### src/rtl/alu_pkg.sv
// Shared definitions for the ALU command driver: mode encodings, the driver
// FSM state type and the reference result function used by the optional
// result checker (enabled by defining RESULT_CHECK_EN).
package alu_pkg;

    localparam logic [1:0] MODE_ADD = 2'b00;
    localparam logic [1:0] MODE_AND = 2'b01;
    localparam logic [1:0] MODE_GT  = 2'b10;
    localparam logic [1:0] MODE_SHR = 2'b11;

    // Width of one queued command: {mode, b, a}
    localparam int CMD_W = 10;

    typedef enum logic [1:0] {
        IDLE  = 2'd0,
        ISSUE = 2'd1,
        HOLD  = 2'd2
    } state_t;

    // Result the ALU is expected to produce for a given operand/mode triple
    function automatic logic [7:0] alu_golden(input logic [3:0] a,
                                              input logic [3:0] b,
                                              input logic [1:0] mode);
        logic [7:0] r;
        r = 8'd0;
        case (mode)
            MODE_ADD: r = {4'b0, a} + {4'b0, b};
            MODE_AND: r = {4'b0, a & b};
            MODE_GT:  r = (a > b) ? 8'd1 : 8'd0;
            default:  r = {4'b0, a >> b};
        endcase
        return r;
    endfunction

endpackage

### src/rtl/alu_cmd_fifo.sv
// Command FIFO for the ALU driver. DEPTH entries (power of two) of W bits,
// head presented combinationally on rdata. A push together with a pop is
// accepted even when full, because the pop frees the slot at the same edge.
module alu_cmd_fifo #(
    parameter int DEPTH = 4,
    parameter int W     = 10
) (
    input  logic         clk,
    input  logic         rst,
    input  logic         push,
    input  logic         pop,
    input  logic [W-1:0] wdata,
    output logic [W-1:0] rdata,
    output logic         full,
    output logic         empty
);

    localparam int AW = $clog2(DEPTH);
    localparam int CW = AW + 1;

    logic [W-1:0]  mem [DEPTH];
    logic [AW-1:0] wr_ptr;
    logic [AW-1:0] rd_ptr;
    logic [CW-1:0] count;
    logic          do_push;
    logic          do_pop;

    assign full    = (count == CW'(DEPTH));
    assign empty   = (count == '0);
    assign do_pop  = pop && !empty;
    assign do_push = push && (!full || do_pop);
    assign rdata   = mem[rd_ptr];

    // Storage array; contents need no reset since count gates visibility
    always_ff @(posedge clk) begin
        if (do_push) begin
            mem[wr_ptr] <= wdata;
        end
    end

    // Pointers wrap naturally mod DEPTH; count tracks occupancy
    always_ff @(posedge clk) begin
        if (rst) begin
            wr_ptr <= '0;
            rd_ptr <= '0;
            count  <= '0;
        end else begin
            if (do_push) begin
                wr_ptr <= wr_ptr + AW'(1);
            end
            if (do_pop) begin
                rd_ptr <= rd_ptr + AW'(1);
            end
            case ({do_push, do_pop})
                2'b10:   count <= count + CW'(1);
                2'b01:   count <= count - CW'(1);
                default: count <= count;
            endcase
        end
    end

endmodule

### src/rtl/alu_op_driver.sv
// Command-side driver for the 4-bit ALU. Buffers requests in a FIFO, holds
// operands on alu_a/alu_b/alu_mode for one full cycle, captures alu_out and
// returns results in order on the response channel.
// Optional feature: define RESULT_CHECK_EN to compare alu_out against an
// internal reference at capture time and raise a sticky err on mismatch.
//
// Handshakes: a transfer happens on a rising edge where valid and ready are
// both high. A valid source holds its payload stable until that edge;
// cmd_ready depends only on registered state (and rst), never on cmd_valid.
module alu_op_driver
    import alu_pkg::*;
#(
    parameter int DEPTH = 4
) (
    input  logic       clk,
    input  logic       rst,
    input  logic       cmd_valid,
    output logic       cmd_ready,
    input  logic [3:0] cmd_a,
    input  logic [3:0] cmd_b,
    input  logic [1:0] cmd_mode,
    output logic [3:0] alu_a,
    output logic [3:0] alu_b,
    output logic [1:0] alu_mode,
    input  logic [7:0] alu_out,
    output logic       rsp_valid,
    input  logic       rsp_ready,
    output logic [7:0] rsp_data,
    output logic [1:0] rsp_mode,
    output logic       busy,
    output logic       err
);

    state_t           state;
    state_t           state_nx;
    logic             pop;
    logic             capture;
    logic             rsp_release;
    logic             push;
    logic             fifo_full;
    logic             fifo_empty;
    logic [CMD_W-1:0] fifo_rdata;

    assign push      = cmd_valid && cmd_ready;
    assign cmd_ready = !rst && !fifo_full;
    assign busy      = !fifo_empty || (state != IDLE);

    alu_cmd_fifo #(
        .DEPTH (DEPTH),
        .W     (CMD_W)
    ) u_fifo (
        .clk   (clk),
        .rst   (rst),
        .push  (push),
        .pop   (pop),
        .wdata ({cmd_mode, cmd_b, cmd_a}),
        .rdata (fifo_rdata),
        .full  (fifo_full),
        .empty (fifo_empty)
    );

    // State register
    always_ff @(posedge clk) begin
        if (rst) begin
            state <= IDLE;
        end else begin
            state <= state_nx;
        end
    end

    // Next state plus pop/capture strobes; in HOLD rsp_valid is always high,
    // so rsp_ready alone completes the response handshake
    always_comb begin
        state_nx    = state;
        pop         = 1'b0;
        capture     = 1'b0;
        rsp_release = 1'b0;
        case (state)
            IDLE: begin
                if (!fifo_empty) begin
                    pop      = 1'b1;
                    state_nx = ISSUE;
                end
            end
            ISSUE: begin
                capture  = 1'b1;
                state_nx = HOLD;
            end
            HOLD: begin
                if (rsp_ready) begin
                    rsp_release = 1'b1;
                    if (!fifo_empty) begin
                        pop      = 1'b1;
                        state_nx = ISSUE;
                    end else begin
                        state_nx = IDLE;
                    end
                end
            end
            default: state_nx = IDLE;
        endcase
    end

    // ALU operand registers change only when a command is popped
    always_ff @(posedge clk) begin
        if (rst) begin
            alu_a    <= 4'd0;
            alu_b    <= 4'd0;
            alu_mode <= 2'd0;
        end else if (pop) begin
            alu_a    <= fifo_rdata[3:0];
            alu_b    <= fifo_rdata[7:4];
            alu_mode <= fifo_rdata[9:8];
        end
    end

    // Response capture and release
    always_ff @(posedge clk) begin
        if (rst) begin
            rsp_valid <= 1'b0;
            rsp_data  <= 8'd0;
            rsp_mode  <= 2'd0;
        end else if (capture) begin
            rsp_valid <= 1'b1;
            rsp_data  <= alu_out;
            rsp_mode  <= alu_mode;
        end else if (rsp_release) begin
            rsp_valid <= 1'b0;
        end
    end

`ifdef RESULT_CHECK_EN
    logic [7:0] golden;
    assign golden = alu_golden(alu_a, alu_b, alu_mode);

    // Sticky flag: any captured result that disagrees with the reference
    always_ff @(posedge clk) begin
        if (rst) begin
            err <= 1'b0;
        end else if (capture && (alu_out != golden)) begin
            err <= 1'b1;
        end
    end
`else
    assign err = 1'b0;
`endif

endmodule

### config.mk
export PLATFORM = sky130hd
export DESIGN_NAME = alu_op_driver
export DESIGN_NICKNAME = d
export VERILOG_FILES = /design/src/rtl/alu_pkg.sv /design/src/rtl/alu_cmd_fifo.sv /design/src/rtl/alu_op_driver.sv
export SDC_FILE = /design/constraint.sdc
export NUM_CORES = 1
export LEC_CHECK = 0
export CAP_MARGIN = 0
export CORE_MARGIN = 2
export CORE_UTILIZATION = 52
export CTS_CLUSTER_DIAMETER = 40
export DETAILED_ROUTE_END_ITERATION = 6
export PLACE_DENSITY = 0.78
export SYNTH_ARGS = -nofsm -noshare
export SYNTH_HDL_FRONTEND = slang
export SYNTH_SLANG_ARGS = --single-unit
### constraint.sdc
create_clock -name clk -period 2.9 [get_ports clk]
set_clock_uncertainty 0.2 [all_clocks]
set_input_delay 0.435 -clock clk [delete_from_list [all_inputs] [get_ports clk]]
set_output_delay 0.435 -clock clk [all_outputs]
set_load 0.01 [all_outputs]
=== Word-level counts from Yosys, hierarchy flattened ===
Memories as Yosys holds them, arrays and structs flattened. A register that Yosys moved wholly into a read port is not among the register bits.
Cells that the tools add are included.
W data, S select, Z words.

* Register bits after elaboration: 20
* Latch bits: 0
* Memory bits (writable): 40
* Bits in read-only memories: 0
* Input port bits: 22
* Output and inout port bits: 24
* Word-level logic and storage cells: 49
* Memories kept: 1

* $add $sub $neg: 4
* Multiply operators: 0
* Divide/modulo/power cells: 0
* Magnitude comparators: 0
* Eq/ne operators: 7
* Shift operators: 0
* Muxes and demuxes: 15
* Bitwise gates (word level): 0
* Reduce and logical (&&, ||, !) cells: 15

{| class="wikitable"
|+ Memories
! name !! depth !! width !! rd ports !! clocked after memory_dff !! wr ports !! line !! text
|-
| u_fifo.mem || 4 || 10 || 1 || 1 || 1 || alu_cmd_fifo.sv:21 || <nowiki>logic [W-1:0] mem [DEPTH];</nowiki>
|}

{| class="wikitable"
|+ Operators with widths
! kind !! count
|-
| $mux W1 || 10
|-
| $pmux W2 S3 || 1
|-
| $pmux W3 S2 || 1
|-
| $reduce_bool A2 Y1 || 3
|-
| $add A2 B1 Y2 const B || 2
|-
| $eq A2 B1 Y1 const B || 2
|-
| $eq A2 B2 Y1 const B || 2
|-
| $logic_and A1 B1 Y1 || 4
|-
| $mux W2 || 2
|-
| $ne A2 B2 Y1 const B || 2
|-
| $add A3 B1 Y3 const B || 1
|-
| $eq A3 B3 Y1 const B || 1
|-
| $logic_not A1 Y1 || 3
|-
| $logic_not A3 Y1 || 1
|-
| $sub A3 B1 Y3 const B || 1
|-
| $logic_not A2 Y1 || 1
|-
| $logic_or A1 B1 Y1 || 2
|-
| $pmux W1 S2 || 1
|-
| $reduce_and A2 Y1 || 1
|}

=== Depth between registers and ports, before layout ===
Gate-level depths: netlist (run 1).

* Depth in word-level cells: 9
* Mapped depth: 9
* Gate-level depth less buffers: 9

=== By module ===
From an unflattened synthesis (run 1), not the netlist that was laid out.

* Cells, all modules: 212
* Area total of the unflattened synthesis: 2892.8 um^2

{| class="wikitable"
|+ By module, submodules not included
! module !! times used !! cells each !! area each (um^2) !! sequential area each (um^2)
|-
| alu_cmd_fifo || 1 || 106 || 1930.6 || 1381.3
|-
| alu_op_driver || 1 || 106 || 962.2 || 460.4
|}

=== Worst setup path after synthesis (run 1) ===
Ideal clock, no wire load.

* Kind: register -> register
* From: register u_fifo.count[0]
* To: register u_fifo.count[2]
* Data arrival time: 2.060 ns
* Required time: 2.630 ns
* Slack: 0.570 ns
* Stages on the path, launching flop included: 10
* Path buffers: 1
* Clock period less this slack: 2.330 ns
* Cell sequence: dfxtp_1 > nor3_2 > nor3_1 > buf_2 > ha_1 > inv_1 > fa_1 > xor2_1 > or3_1 > a21oi_1

* Cells in the longest elaborated chain, start to end: 9
* Elaborated cells on any way between the ends: 18
* Classes of those cells: add/sub (2); eq/ne (3); mux (4); reduce/logical (9)

{| class="wikitable"
|+ Ends and longest elaborated chain
! element !! line !! text
|-
| start, declared || alu_cmd_fifo.sv:24 || <nowiki>logic [CW-1:0] count;</nowiki>
|-
| start signal, assigned || alu_cmd_fifo.sv:55 || <nowiki>2'b10: count <= count + CW'(1);</nowiki>
|-
| start signal, assigned || alu_cmd_fifo.sv:56 || <nowiki>2'b01: count <= count - CW'(1);</nowiki>
|-
| start signal, assigned || alu_cmd_fifo.sv:57 || <nowiki>default: count <= count;</nowiki>
|-
| $logic_not A3 Y1 (*) || alu_cmd_fifo.sv:29 || <nowiki>assign empty = (count == '0);</nowiki>
|-
| $mux W1 || alu_op_driver.sv:80, alu_op_driver.sv:92 ||
|-
| $mux W1 || alu_op_driver.sv:90 || <nowiki>if (rsp_ready) begin</nowiki>
|-
| $pmux W1 S2 || alu_op_driver.sv:78 || <nowiki>case (state)</nowiki>
|-
| $logic_and A1 B1 Y1 (*) || alu_cmd_fifo.sv:30 || <nowiki>assign do_pop = pop && !empty;</nowiki>
|-
| via u_fifo.do_pop || alu_cmd_fifo.sv:26 || <nowiki>logic do_pop;</nowiki>
|-
| $logic_or A1 B1 Y1 || alu_cmd_fifo.sv:31 || <nowiki>assign do_push = push && (!full || do_pop);</nowiki>
|-
| $logic_and A1 B1 Y1 || alu_cmd_fifo.sv:31 ||
|-
| $eq A2 B1 Y1 or $eq A2 B2 Y1 (tied branches) || alu_cmd_fifo.sv:54 || <nowiki>case ({do_push, do_pop})</nowiki>
|-
| $pmux W3 S2 or $reduce_bool A2 Y1 (tied branches) || n/a ||
|}

The timed path passes the listed nets; every way through them passes the cells marked *.
A chain may end at the register's enable or synchronous reset.

=== Worst setup path after layout (run 1) ===
* From: input port rsp_ready
* To: register u_fifo.count[2]

* Cells in the longest elaborated chain, start to end: 7
* Elaborated cells on any way between the ends: 9
* Classes of those cells: eq/ne (2); mux (3); reduce/logical (4)

{| class="wikitable"
|+ Ends and longest elaborated chain
! element !! line !! text
|-
| start, declared || alu_op_driver.sv:27 || <nowiki>input logic rsp_ready,</nowiki>
|-
| $mux W1 (*) || alu_op_driver.sv:90 ||
|-
| $pmux W1 S2 (*) || alu_op_driver.sv:78 ||
|-
| $logic_and A1 B1 Y1 (*) || alu_cmd_fifo.sv:30 ||
|-
| $logic_or A1 B1 Y1 || alu_cmd_fifo.sv:31 ||
|-
| $logic_and A1 B1 Y1 || alu_cmd_fifo.sv:31 ||
|-
| $eq A2 B1 Y1 or $eq A2 B2 Y1 (tied branches) || alu_cmd_fifo.sv:54 ||
|-
| $pmux W3 S2 or $reduce_bool A2 Y1 (tied branches) || n/a ||
|}

Every way passes the cells marked *; elsewhere a longest branch is shown, timed or not.

==> results.toml, run 1 <==
[cells_and_area]
nNetsFinal = 271
drive_gt1_share_pct = 10.48
synthToLayoutAreaGrowth_pct = 25.43
final_area_um2 = 3462
diodes = 0

[yosys]
synth_seq_area_share_pct = 65.28
syn_area_um2 = 2760
synth.avg_cell_area_um2 = 14.15
synthSimpleGateAreaFrac_pct = 10.61
synth_compound_area_share_pct = 6.618
synth_cell_types = 36
synth_top_cell_area_share_pct = 43.52
syn-instance-count = 195
synth_top_family_by_area = "simple AND/OR/NAND/NOR gates"
synthMuxAreaShare_pct = 10.43
synth_area_leaders = "edfxtp_1, dfxtp_1, mux4_1"
synth_xor_area_share_pct = 0.6346
synth-warning-count = 0
synth-seq-cells = 70
syn-num-nets = 223
synth_adder_area_share_pct = 2.992
yosysTopAreaCell = "edfxtp_1"

[clocking]
cts_buffers = 9
clk_latency_ns = 0.33
clockBufferDepth = 2
cts.clk_slew.worst_paths_ns = 0.07
htree_num_levels = 3
postCtsSetupBuffers = 0
cts-root-buf = "clkbuf_8"
cts_resized = 0
cts_tree = "done"
cts.sinks = 70
postCtsHoldBufs = 0

[worst_setup_path]
start_kind = "primary input"
r2r_cells = 8
reg2reg_to = "u_fifo.count[2]$_SDFFE_PP0P_"
end_kind = "flop"
rr_startpoint = "u_fifo.count[0]$_SDFFE_PP0P_"
cpPeakStageDelay_ns = 0.52
cpMaxStageDelayCell = "clkdlybuf4s50_1"
cp.depth = 9
crit_buf_inv = 2
critPathKind = "primary input to flop"
worstPathCellList = "clkdlybuf4s50_1 -> nor2b_1 -> nor3_1 -> ha_1 -> inv_1 -> fa_1 -> xor2_1 -> or3_1 -> a21oi_1"
reg2reg_slack_ns = 0.59
required_ns = 2.96
path_delay_family = "simple AND/OR/NAND/NOR gates"
worstPathMaxFanout = 5
crit_arrival_ns = 2.55

[route]
wl_um = 4738
firstDrtPassIters = 4
ant_nets = 0
via_count = 1624
drtIter0Drc = 78
vias_per_cell = 5.107
wl_per_cell_um = 14.90
route.detailed.drc = 0

[global_routing]
grt_overflow = 0
grt_pass1_wl_um = 7707
grt_max_degree = 23
grt_pass1_vias = 1607
grt_usage_pct = 17.56
antenna_found_initial = 0

[worst_hold_path]
min_to = "rsp_data[0]$_SDFFE_PP0P_"
holdPathStages = 2
min_from = "rsp_data[0]$_SDFFE_PP0P_"
min_path_type = "flop to flop"

[sta]
drv_slew = 0
rsz0062_at_grt = "false"
finalCriticalPeriod_ns = 2.486
finalHoldViolCount = 0
setup_total_negative_slack_ns = 0
fin_crit_sh_pct = 85.72
relSlewSlack_pct = 52.21
max_freq_mhz = 402.3
worst_slew_pin_slew_ns = 0.7155
setup_violations = 0
fin_hold_ws_ns = 0.2553

[floorplan]
core_um2 = 5107
dieArea_um2 = 5907
num_io_pins = 46
start_util_pct = 54.04
rows = 26
die_width_um = 76.86
die_h_um = 76.86

[power_and_ir_drop]
max-vdd-ir-drop_v = 0.0003812
p_per_area_nw_per_um2 = 877.0
p_leak_nw = 1.187
total_power_mw = 3.036

[placed_design]
place_congestion = 0.7270
io_buffer_count = 44
place_area_um2 = 3257
hpwl_um = 3223

[status]
outcome = "complete, no violations"

[run]
maxCapViolCount = 0
synth_stat cells (all sizes together):
cell,count
edfxtp,40
nand2,32
dfxtp,30
a21oi,14
mux4,10
o2bb2ai,10
buf,9
inv,8
nor2,8
ha,5
and2,4
nor2b,3
clkbuf,2
mux2,2
nor3,2
nor3b,2
xor2,2
a311oi,1
conb,1
fa,1
mux2i,1
nand2b,1
nand3b,1
nor4,1
nor4b,1
o21ai,1
o31ai,1
or3,1
or4,1
cells in the final DEF, fill, tap and decap left out, types with 2 or more instances in the layout:
| cell | synthesis | routed |
|---|---|---|
| clkbuf_1 | 2 | 2 |
| mux4_2 | 2 | 2 |
| and2_1 | 4 | 4 |
| clkinv_2 | 0 | 2 |
| buf_4 | 1 | 4 |
| edfxtp_1 | 40 | 40 |
| nor2_1 | 8 | 8 |
| mux4_1 | 8 | 8 |
| inv_1 | 8 | 8 |
| o2bb2ai_1 | 10 | 10 |
| ha_1 | 5 | 5 |
| dfxtp_1 | 30 | 30 |
| clkbuf_8 | 0 | 9 |
| xor2_1 | 2 | 2 |
| a21oi_1 | 13 | 13 |
| nor2b_1 | 3 | 3 |
| clkdlybuf4s50_1 | 0 | 44 |
| bufinv_16 | 0 | 2 |
| nand2_1 | 32 | 32 |
power breakdown:
part	switching [mW]	internal, mW
registers	0.139	1.23
clock network	0.336	0.479
logic	0.394	0.460
total	0.870	2.17
final cells by class:
| type | instances | area (um2) |
|---|---|---|
| clock buffers | 11 | 131.4 |
| clock inverters | 5 | 73.82 |
| fillers | 387 | 1645 |
| inverters | 8 | 30.03 |
| multi-input cells | 106 | 867.1 |
| flip-flops and latches | 70 | 1802 |
| well taps | 70 | 87.58 |
| repair buffers | 48 | 470.5 |
worst max path at each step:
stage | startpoint | endpoint | slack, ns
after floorplan | u_fifo.count[0]$_SDFFE_PP0P_ | u_fifo.count[2]$_SDFFE_PP0P_ | 0.57
after global placement | rsp_ready | u_fifo.count[2]$_SDFFE_PP0P_ | 0.15
after detailed placement | rsp_ready | u_fifo.count[2]$_SDFFE_PP0P_ | 0.1
after CTS | rsp_ready | u_fifo.count[2]$_SDFFE_PP0P_ | 0.43
after global routing | rsp_ready | u_fifo.count[2]$_SDFFE_PP0P_ | 0.24
final | rsp_ready | u_fifo.count[2]$_SDFFE_PP0P_ | 0.41
state kept, by name (all words and copies together) (netlist names):
name / cells
state: 2
alu_b: 4
alu_mode: 2
u_fifo.wr_ptr: 2
u_fifo.rd_ptr: 2
rsp_valid: 1
alu_a: 4
rsp_data: 8
u_fifo.count: 3
rsp_mode: 2
u_fifo.mem: 40
kinds of logic (layout without fill, tap and decap cells):
kind of cell / count (synthesis) / after routing
adder cells (fa/ha/maj): 6 / 6
buffers and inverters: 19 / 72
other: 1 / 1
XOR/XNOR: 2 / 2
AND/OR/NAND/NOR: 57 / 57
multiplexers: 13 / 13
AO/OA/AOI/OAI: 27 / 27
flip-flops: 70 / 70
layer usage:
layer	vias to the layer above	GRT usage [%]	wire length [um]
li1	806	-	-
met1	765	20.54	2124
met2	47	29.56	2378
met3	6	4.353	179
met4	0	9.818	55
met5	-	0	0
tightest hold or removal path, delay by kind of cell, from the launching register on:
kind	cells	cell delay, ns
AO/OA/AOI/OAI	1	0.05
flip-flops	1	0.31
AND/OR/NAND/NOR	1	0.05
through the flow:
step | worst slack (ns) | utilization [%] | instances
4_1_cts | 0.4342 | 67.79 | 318
6_report | 0.4143 | 67.79 | 318
5_1_grt | 0.2366 | 67.79 | 318
2_1_floorplan | 0.5704 | - | 195
3_3_place_gp | 0.1546 | 63.77 | 302
3_5_place_dp | 0.09722 | 63.77 | 302
Note: power is estimated with default switching activity, not from simulation.
==> run 2, diff against run 1 <==
--- a/config.mk
+++ b/config.mk
@@ -7,10 +7,11 @@
 export LEC_CHECK = 0
 export CAP_MARGIN = 0
 export CORE_MARGIN = 2
-export CORE_UTILIZATION = 52
+export CORE_UTILIZATION = 55
+export CTS_BUF_LIST = sky130_fd_sc_hd__clkbuf_8
 export CTS_CLUSTER_DIAMETER = 40
 export DETAILED_ROUTE_END_ITERATION = 6
-export PLACE_DENSITY = 0.78
+export PLACE_DENSITY = 0.82
 export SYNTH_ARGS = -nofsm -noshare
 export SYNTH_HDL_FRONTEND = slang
 export SYNTH_SLANG_ARGS = --single-unit
==> results.toml, run 2 (synthesis results as in run 1) <==
[status]
outcome = "complete, no violations"

[worst_setup_path]
path_delay_family = "simple AND/OR/NAND/NOR gates"
cpMaxStageDelayCell = "clkdlybuf4s50_1"
crit_buf_inv = 2
crit_arrival_ns = 2.55
reg2reg_slack_ns = 0.58
end_kind = "flop"
required_ns = 2.97
r2r_cells = 8
worstPathMaxFanout = 5
worstPathCellList = "clkdlybuf4s50_1 -> nor2b_1 -> nor3_1 -> ha_1 -> inv_1 -> fa_1 -> xor2_1 -> or3_1 -> a21oi_1"
crit_start = "rsp_ready"
start_kind = "primary input"
reg2reg_to = "u_fifo.count[2]$_SDFFE_PP0P_"
rr_startpoint = "u_fifo.count[0]$_SDFFE_PP0P_"
cpPeakStageDelay_ns = 0.53
critPathKind = "primary input to flop"

[sta]
setup_violations = 0
fin_hold_ws_ns = 0.2548
fin_crit_sh_pct = 85.63
worst_slew_pin_slew_ns = 0.7010
setup_total_negative_slack_ns = 0
finalCriticalPeriod_ns = 2.483
max_freq_mhz = 402.7
finalHoldViolCount = 0
drv_slew = 0
relSlewSlack_pct = 53.17
rsz0062_at_grt = "false"

[cells_and_area]
most-common-layout-cells = "clkdlybuf4s50_1, edfxtp_1, nand2_1"
final_area_um2 = 3458
regArea_um2 = 1802
multi_input_area_um2 = 867.1
diodes = 0
drive_gt1_share_pct = 10.48
n_fill_cell = 339
largest_reg_flops = 40
final_common_cell = "clkdlybuf4s50_1"
largest_register = "u_fifo.mem"
synthToLayoutAreaGrowth_pct = 25.29
top_regs = "u_fifo.mem: 40 flops, rsp_data: 8 flops"
nNetsFinal = 271

[route]
vias_per_cell = 5.213
drtIter0Drc = 85
wl_per_cell_um = 15.14
firstDrtPassIters = 4
via_count = 1642
wl_um = 4769
route.detailed.drc = 0
ant_nets = 0

[global_routing]
grt_overflow = 0
grt_max_degree = 23
grt_pass1_vias = 1556
antenna_found_initial = 0
grt_usage_pct = 19.05
grt_pass1_wl_um = 7472

[placed_design]
place_congestion = 0.7583
place_area_um2 = 3253
io_buffer_count = 44
hpwl_um = 3125

[power_and_ir_drop]
p_leak_nw = 1.196
max-vdd-ir-drop_v = 0.0004616
p_per_area_nw_per_um2 = 874.9

[floorplan]
rows = 25
dieArea_um2 = 5601
num_io_pins = 46
die_h_um = 74.84
start_util_pct = 57.67
die_width_um = 74.84
core_um2 = 4786

[worst_hold_path]
min_to = "rsp_data[7]$_SDFFE_PP0P_"
holdPathStages = 2
min_from = "rsp_data[7]$_SDFFE_PP0P_"
min_path_type = "flop to flop"

[clocking]
cts_tree = "done"
cts.clk_slew.worst_paths_ns = 0.07
htree_num_levels = 3
cts.sinks = 70
cts_buffers = 9
cts-root-buf = "clkbuf_8"
postCtsSetupBuffers = 0
clockBufferDepth = 2
clk_latency_ns = 0.33
cts_resized = 0
postCtsHoldBufs = 0

[run]
maxCapViolCount = 0
-- run 2: cell types whose count changed in the layout (fill, tap and decap cells not counted) --
cell,delta
clkbuf_1,-2
inv_1,+2
-- run 2: area by class of cell --
type / count / area share, %
multi-input cells: 106 / 25.07
flip-flops and latches: 70 / 52.10
inverters: 8 / 0.8683
well taps: 67 / 2.424
clock buffers: 9 / 3.582
repair buffers: 48 / 13.60
clock inverters: 7 / 2.352
-- run 2: worst register-to-register path: stages, from the launching register on --
cell	delay [ns]
dfxtp_1	0.43
nor3_2	0.12
nor3_1	0.26
ha_1	0.22
inv_1	0.06
fa_1	0.37
xor2_1	0.15
or3_1	0.31
a21oi_1	0.14
-- run 2: worst max-delay path by stage --
stage / cells past startpoint / slack (ns) / end
floorplan: 9 / 0.57 / u_fifo.count[2]$_SDFFE_PP0P_
global placement: 9 / 0.16 / u_fifo.count[2]$_SDFFE_PP0P_
detailed placement: 9 / 0.12 / u_fifo.count[2]$_SDFFE_PP0P_
CTS: 9 / 0.43 / u_fifo.count[2]$_SDFFE_PP0P_
global route: 9 / 0.24 / u_fifo.count[2]$_SDFFE_PP0P_
finish: 9 / 0.42 / u_fifo.count[2]$_SDFFE_PP0P_
-- run 2: per-layer routing --
metal	wire length, um	vias up	GRT usage, %
li1	-	809	-
met1	2009	767	22.95
met2	2341	51	30.90
met3	286	15	4.819
met4	130	0	11.71
met5	0	-	0
-- run 2: power breakdown --
group,switching [mW],internal (mW)
sequential,0.139,1.23
clock,0.332,0.472
combinational,0.395,0.460
-- run 2: metrics by stage --
stage                     instances  setup WS, ns  total power [mW]  util, %
after global placement          299        0.1604             2.220    67.97
after detailed placement        299        0.1198             2.247    67.97
after global routing            315        0.2371             3.203    72.26
after CTS                       315        0.4280             3.058    72.26
after floorplan                 195        0.5704             1.880        -
final                           315        0.4167             3.026    72.26
==> run 3, diff against run 2 <==
--- a/config.mk
+++ b/config.mk
@@ -7,11 +7,10 @@
 export LEC_CHECK = 0
 export CAP_MARGIN = 0
 export CORE_MARGIN = 2
-export CORE_UTILIZATION = 55
+export CORE_UTILIZATION = 40
 export CTS_BUF_LIST = sky130_fd_sc_hd__clkbuf_8
 export CTS_CLUSTER_DIAMETER = 40
 export DETAILED_ROUTE_END_ITERATION = 6
-export PLACE_DENSITY = 0.82
 export SYNTH_ARGS = -nofsm -noshare
 export SYNTH_HDL_FRONTEND = slang
 export SYNTH_SLANG_ARGS = --single-unit
==> results.toml, run 3 (synthesis results as in run 1) <==
[route]
drtIter0Drc = 39
firstDrtPassIters = 4
via_count = 1589
wl_per_cell_um = 14.64
vias_per_cell = 4.830
route.detailed.drc = 0
ant_nets = 0
wl_um = 4817

[global_routing]
grt_overflow = 0
grt_pass1_wl_um = 7624
antenna_found_initial = 0
grt_max_degree = 23
grt_pass1_vias = 1538
grt_usage_pct = 13.85

[worst_setup_path]
cpMostUsedCell = "clkdlybuf4s50_1"
cpPeakStageDelay_ns = 0.52
worstPathMaxFanout = 22
end_kind = "primary output"
critPathKind = "primary input to primary output"
cpMaxStageDelayCell = "clkdlybuf4s50_1"
crit_arrival_ns = 1.79
reg2reg_to = "u_fifo.count[2]$_SDFFE_PP0P_"
r2r_cells = 8
required_ns = 2.27
reg2reg_slack_ns = 0.60
start_kind = "primary input"
worstPathCellList = "clkdlybuf4s50_1 -> buf_4 -> nor2_1 -> clkdlybuf4s50_1"
rr_startpoint = "u_fifo.count[0]$_SDFFE_PP0P_"

[clocking]
cts_resized = 0
postCtsHoldBufs = 0
postCtsSetupBuffers = 0
htree_num_levels = 3
cts_buffers = 9
cts.clk_slew.worst_paths_ns = 0.07
cts-root-buf = "clkbuf_8"
cts_tree = "done"
clockBufferDepth = 2
clk_latency_ns = 0.33
cts.sinks = 70

[sta]
finalCriticalPeriod_ns = 2.421
fin_hold_ws_ns = 0.2540
finalHoldViolCount = 0
fin_crit_sh_pct = 83.47
rsz0062_at_grt = "false"
setup_total_negative_slack_ns = 0
finalWorstSetupSlack_ns = 0.4794
relSlewSlack_pct = 51.58
max_freq_mhz = 413.1
worst_slew_pin_slew_ns = 0.7249
setup_violations = 0
drv_slew = 0

[cells_and_area]
drive_gt1_share_pct = 11.24
synthToLayoutAreaGrowth_pct = 25.70
largest_register = "u_fifo.mem"
top_regs = "u_fifo.mem: 40 flops, rsp_data: 8 flops"
nNetsFinal = 272
most-common-layout-cells = "clkdlybuf4s50_1, edfxtp_1, nand2_1"
final_common_cell = "clkdlybuf4s50_1"
diodes = 0
n_fill_cell = 598
largest_reg_flops = 40

[run]
maxCapViolCount = 0

[floorplan]
num_io_pins = 46
die_h_um = 87.07
rows = 30
core_um2 = 6719
dieArea_um2 = 7581
start_util_pct = 41.08
die_width_um = 87.07

[power_and_ir_drop]
p_per_area_nw_per_um2 = 857.9
max-vdd-ir-drop_v = 0.0003204
p_leak_nw = 1.193
total_power_mw = 2.976

[worst_hold_path]
min_from = "rsp_mode[0]$_SDFFE_PP0P_"
min_path_type = "flop to flop"
holdPathStages = 2
min_to = "rsp_mode[0]$_SDFFE_PP0P_"

[placed_design]
place_congestion = 0.7356
dpl_worst_slack_ns = 0.1516
io_buffer_count = 44
hpwl_um = 3115

[status]
outcome = "complete, no violations"
[run 3: changes by cell type in the layout (fill, tap and decap cells not counted)]
cell and change:
buf_4 +1, bufinv_16 -1, clkbuf_8 +1, clkinv_1 -1, clkinvlp_4 +1
[run 3: stage by stage]
step | util [%] | instances | cell area, um2
after floorplan | - | 195 | 2760
after global placement | 48.77 | 313 | 3277
after detailed placement | 48.77 | 313 | 3277
after CTS | 51.64 | 329 | 3470
after global routing | 51.64 | 329 | 3470
final | 51.64 | 329 | 3470
[run 3: layout make-up]
class / instances / area (um2) / share of cell area (%)
clock buffer: 10 / 137.6 / 3.967
tap: 80 / 100.1 / 2.885
sequential: 70 / 1802 / 51.93
multi-input combinational: 106 / 867.1 / 24.99
clock inverter: 6 / 55.05 / 1.587
inverter: 8 / 30.03 / 0.8655
timing repair buffer: 49 / 478.0 / 13.78
[run 3: how the worst max path moves through the flow]
stage | from | endpoint | slack (ns) | cells past startpoint
after global routing | rsp_ready | u_fifo.count[2]$_SDFFE_PP0P_ | 0.33 | 9
final | rst | cmd_ready | 0.48 | 4
after global placement | rsp_ready | u_fifo.count[2]$_SDFFE_PP0P_ | 0.19 | 9
after detailed placement | rsp_ready | u_fifo.count[2]$_SDFFE_PP0P_ | 0.15 | 9
after CTS | rst | cmd_ready | 0.46 | 4
after floorplan | u_fifo.count[0]$_SDFFE_PP0P_ | u_fifo.count[2]$_SDFFE_PP0P_ | 0.57 | 9
[run 3: worst max-delay path, delay by kind of cell]
family | cells | cell delay [ns]
buffers and inverters | 3 | 1.28
AND/OR/NAND/NOR | 1 | 0.08
[run 3: layer usage]
| metal | vias to the layer above | track usage (%) | share of wire [%] |
|---|---|---|---|
| met1 | 734 | 15.89 | 45 |
| li1 | 806 | - | - |
| met3 | 8 | 3.602 | 4.8 |
| met2 | 41 | 22.83 | 49 |
| met5 | - | 0 | 0 |
| met4 | 0 | 8.949 | 2.0 |
[run 3: power breakdown]
group,internal (mW),switching (mW),leakage (nW)
Clock,0.412,0.345,0.105
Sequential,1.23,0.142,0.608
Combinational,0.461,0.390,0.479
Total,2.10,0.877,1.19
